===== src/rtl/counter_updown_mod.sv =====
// ---------------------------------------------------------------------------
// counter_updown_mod
//   Parametrised up/down modulo counter with synchronous parallel load,
//   programmable terminal value TOP, wrap (SAT=0) or saturate (SAT=1)
//   behaviour at the boundaries, and a registered terminal-count pulse.
//
//   Optional feature macro: CNT_PRESCALE_EN
//     When defined, an internal prescaler divides the enable so the counter
//     steps only on every PRE-th enabled cycle. When undefined, every
//     enabled cycle is a step and PRE is only range-checked.
// ---------------------------------------------------------------------------
module counter_updown_mod #(
   parameter int unsigned dw   = 8,
   parameter int unsigned TOP  = 7,
   parameter int unsigned INIT = 7,
   parameter int unsigned SAT  = 0,
   parameter int unsigned PRE  = 4
) (
   input  logic          clk,
   input  logic          reset,
   input  logic          ena,
   input  logic          up,
   input  logic          load,
   input  logic [dw-1:0] load_val,
   output logic [dw-1:0] result,
   output logic          tc
);

   localparam logic [dw-1:0] TOP_V  = dw'(TOP);
   localparam logic [dw-1:0] INIT_V = dw'(INIT);
   localparam logic          SAT_V  = (SAT != 0);

   // Elaboration-time parameter sanity checks
   if (INIT > TOP) begin : g_bad_init
      $error("counter_updown_mod: INIT must not exceed TOP");
   end
   if ((TOP >> dw) != 0) begin : g_bad_top
      $error("counter_updown_mod: TOP must fit in dw bits");
   end
   if (PRE < 1) begin : g_bad_pre
      $error("counter_updown_mod: PRE must be at least 1");
   end

   logic          step_c;
   logic [dw-1:0] result_nxt;
   logic          tc_nxt;

`ifdef CNT_PRESCALE_EN
   localparam int unsigned   PW       = (PRE > 1) ? $clog2(PRE) : 1;
   localparam logic [PW-1:0] PRE_LAST = PW'(PRE - 1);

   logic [PW-1:0] pre_q;
   logic [PW-1:0] pre_nxt;

   // Prescaler next value: cleared by load, advances and wraps on ena
   always_comb begin
      pre_nxt = pre_q;
      if (load) begin
         pre_nxt = '0;
      end else if (ena) begin
         pre_nxt = (pre_q == PRE_LAST) ? '0 : pre_q + PW'(1);
      end
   end

   // Prescaler register
   always_ff @(posedge clk or posedge reset) begin
      if (reset) begin
         pre_q <= '0;
      end else begin
         pre_q <= pre_nxt;
      end
   end

   // A counter step happens only on the last prescaler phase
   always_comb begin
      step_c = ena && !load && (pre_q == PRE_LAST);
   end
`else
   // Every enabled, non-load cycle is a counter step
   always_comb begin
      step_c = ena && !load;
   end
`endif

   // Next count and terminal-count: load > step > hold
   always_comb begin
      result_nxt = result;
      tc_nxt     = 1'b0;
      if (load) begin
         result_nxt = (load_val > TOP_V) ? TOP_V : load_val;
      end else if (step_c) begin
         if (up) begin
            if (result == TOP_V) begin
               tc_nxt     = 1'b1;
               result_nxt = SAT_V ? TOP_V : '0;
            end else begin
               result_nxt = result + dw'(1);
            end
         end else begin
            if (result == '0) begin
               tc_nxt     = 1'b1;
               result_nxt = SAT_V ? '0 : TOP_V;
            end else begin
               result_nxt = result - dw'(1);
            end
         end
      end
   end

   // Output registers
   always_ff @(posedge clk or posedge reset) begin
      if (reset) begin
         result <= INIT_V;
         tc     <= 1'b0;
      end else begin
         result <= result_nxt;
         tc     <= tc_nxt;
      end
   end

endmodule


===== config.mk =====
export PLATFORM = sky130hd
export DESIGN_NAME = counter_updown_mod
export DESIGN_NICKNAME = d
export VERILOG_FILES = /design/src/rtl/counter_updown_mod.sv
export SDC_FILE = /design/constraint.sdc
export NUM_CORES = 1
export LEC_CHECK = 0
export CAP_MARGIN = 0
export CORE_ASPECT_RATIO = 1.2
export CORE_MARGIN = 1
export CORE_UTILIZATION = 45
export CTS_CLUSTER_SIZE = 30
export DETAILED_ROUTE_END_ITERATION = 8
export MAX_ROUTING_LAYER = met4
export PLACE_DENSITY = 0.75
export SYNTH_ARGS = -nofsm -noshare
export SYNTH_HDL_FRONTEND = slang
export SYNTH_SLANG_ARGS = --single-unit

===== constraint.sdc =====
create_clock -name clk -period 5.24 [get_ports clk]
set_input_delay 1.048 -clock clk [delete_from_list [all_inputs] [get_ports clk]]
set_output_delay 1.048 -clock clk [all_outputs]
set_load 0.005 [all_outputs]

==> metrics.csv <==
metric;value;unit
hold_class;reg -> reg;
cts_num_sinks;9;
pin_count;22;
end_kind;primary output;
top_usage_layer;met2;
skew;0.00372;ns
rsz0062_at_grt;no;
fmax;401;MHz
ys_warn_count;0;
diodes;0;
critPathBufInv;1;
finalHoldViolCount;0;
clkTransAtPathRegs;0.07;ns
cts_inserted_buffers;3;
dpl_worst_slack;2.49;ns
reg2reg_to;result[5]$_DFFE_PP0P_;
reg2regPathDepth;6;
setup-tns-final;0;ns
route.detailed.drc;0;
postSynthAreaPerCell;8.98;um2
fin_ws;2.75;ns
critical_path_class;reg -> out;
crit_slowest_cell;dfstp_2;
gr-usage-met3;4.13;%
ys_ff_latch;9;
r2r_slack;3.26;ns
stdcell_area;1020;um2
grt_pass1_vias;729;
drive_above_1_share;16.2;%
cts_max_level;1;
start_util;49.2;%
gr-usage-all-layers;23.8;%
cp_num_cells;1;
cp.required;4.19;ns
slew_headroom;62.2;%
ant_nets;0;
async_flop_share;100;%
final_util;61.4;%
cp-endpoint;result[2];
cts-resized-gates;0;
total_power;238;uW
die_h;48.7;um
cts.path.max_buffers;2;
layout_common_cells;21 x clkdlybuf4s50_1, 8 x nand2_1, 6 x dfrtp_1;
synth_cell_types;43;
grt_max_degree;14;
cts_tree;built;
drv_cap;0;
first_pass_iters;4;
holdBufCountCts;0;
synth_top_cell_by_area;dfrtp_1;
leakagePower;0.406;nW
antenna_found_initial;0;
setup_violations;0;
nets;127;
syn_inst;91;
netlist_top_cells_area;dfrtp_1 18%, dfstp_2 9.6%, nand2_1 3.7%;
via_count;808;
r2r-start;result[0]$_DFFE_PP1P_;
grt_pass1_wl;3130;um
synthFlopType;dfrtp_1;
gp_congestion;0.843;
fin_crit_sh;47.6;%
postPlaceCellArea;992;um2
overflow;0;
vias_per_cell;6.26;
clk_latency;0.27;ns
rows;16;
critPathTopFamily;flip-flops;
drt_iter0_drc;49;
clockRootBuffer;clkbuf_4;
dieArea;1990;um2
crit_path_start;result[2]$_DFFE_PP1P_;
grt_use_met1;28.7;%
portBuffers;21;
synth_nets;106;
cts_setup_buffers;0;
cp_cell_sequence;clkdlybuf4s50_1;
place_hpwl;1480;um
slew_violations;0;
die_x;40.9;um
cpPeakStageDelay;0.64;ns
syn-cell-area;817;um2
drt-total-wl;1970;um
seq_area_frac_synth;28.0;%
worstPathArrival;1.45;ns
outcome;complete, no violations;
fin_crit;2.49;ns
synth_edf_count;0;
crit_fanout;9;
mostFrequentLayoutCell;clkdlybuf4s50_1;
core;1660;um2
area_delta_synth_final;24.8;%
synth_top_area_share;18.4;%
wl_per_cell;15.3;um
start_kind;flop;
ir_drop;0.138;mV
p_per_area;234;nW/um2
met2_usage;35.9;%
worst_pin_slew;0.562;ns
where the power goes:
group,switching [mW],leakage (nW),internal (mW)
combinational,0.0415,0.274,0.0446
clock,0.0294,0.0177,0.0283
sequential,0.0153,0.114,0.0792
worst reg2reg max path, cell delays in order, from the launching register on:
cell and delay, ns:
dfstp_2 0.40, inv_1 0.09, ha_1 0.22, or4b_4 0.51, o211ai_4 0.23, a21oi_2 0.05
o32a_1 0.36
metrics by stage:
| stage | cells | hold slack [ns] |
|---|---|---|
| global placement | 125 | 0.512 |
| detailed placement | 125 | 0.531 |
| global route | 129 | 0.587 |
| finish | 129 | 0.545 |
| CTS | 129 | 0.548 |
| floorplan | 91 | 0.500 |
area by class of cell:
cell class	count	area [um2]
multi-input combinational	72	512
clock inverter	1	5.00
sequential	9	229
clock buffer	3	22.5
timing repair buffer	21	210
tap	18	22.5
fill	156	642
inverter	5	18.8
cell usage after synthesis, drive strengths merged, types with 2 or more instances:
cell type and n:
nand2 8, a21oi 6, dfrtp 6, inv 5, nor2 5, nand3 4, nor3 4, o21ai 4
buf 3, dfstp 3, nand3b 3, nand4 3, xnor2 3, and2b 2, clkbuf 2, ha 2
o211a 2, o21a 2, o22ai 2, o32a 2, or4b 2
registers in the layout, summed over array words and instances, names as in the netlist:
name and cells:
result 8, tc 1
logic make-up after synthesis:
logic type,Yosys count,synth area share (%)
compound gates,27,26.0
mux,1,1.38
simple gates,39,28.9
flops,9,28.0
fa+ha+maj,2,3.06
buf+inv,10,9.34
xor+xnor,3,3.22
metal layers:
metal / wire (um) / part of all wire (%)
met1: 809 / 41
met3: 108 / 5.5
met4: 55 / 2.8
met5: 0 / 0
met2: 1000 / 51
worst min-delay path by stage:
| stage | from | to | slack (ns) | depth (start not counted) |
|---|---|---|---|---|
| CTS | result[1]$_DFFE_PP1P_ | result[1]$_DFFE_PP1P_ | 0.55 | 2 |
| global route | result[1]$_DFFE_PP1P_ | result[1]$_DFFE_PP1P_ | 0.59 | 2 |
| finish | result[1]$_DFFE_PP1P_ | result[1]$_DFFE_PP1P_ | 0.55 | 2 |
| detailed placement | result[1]$_DFFE_PP1P_ | result[1]$_DFFE_PP1P_ | 0.53 | 2 |
| global placement | result[1]$_DFFE_PP1P_ | result[1]$_DFFE_PP1P_ | 0.51 | 2 |
| floorplan | result[1]$_DFFE_PP1P_ | result[1]$_DFFE_PP1P_ | 0.50 | 2 |
Power figures use the tool's default switching activity.
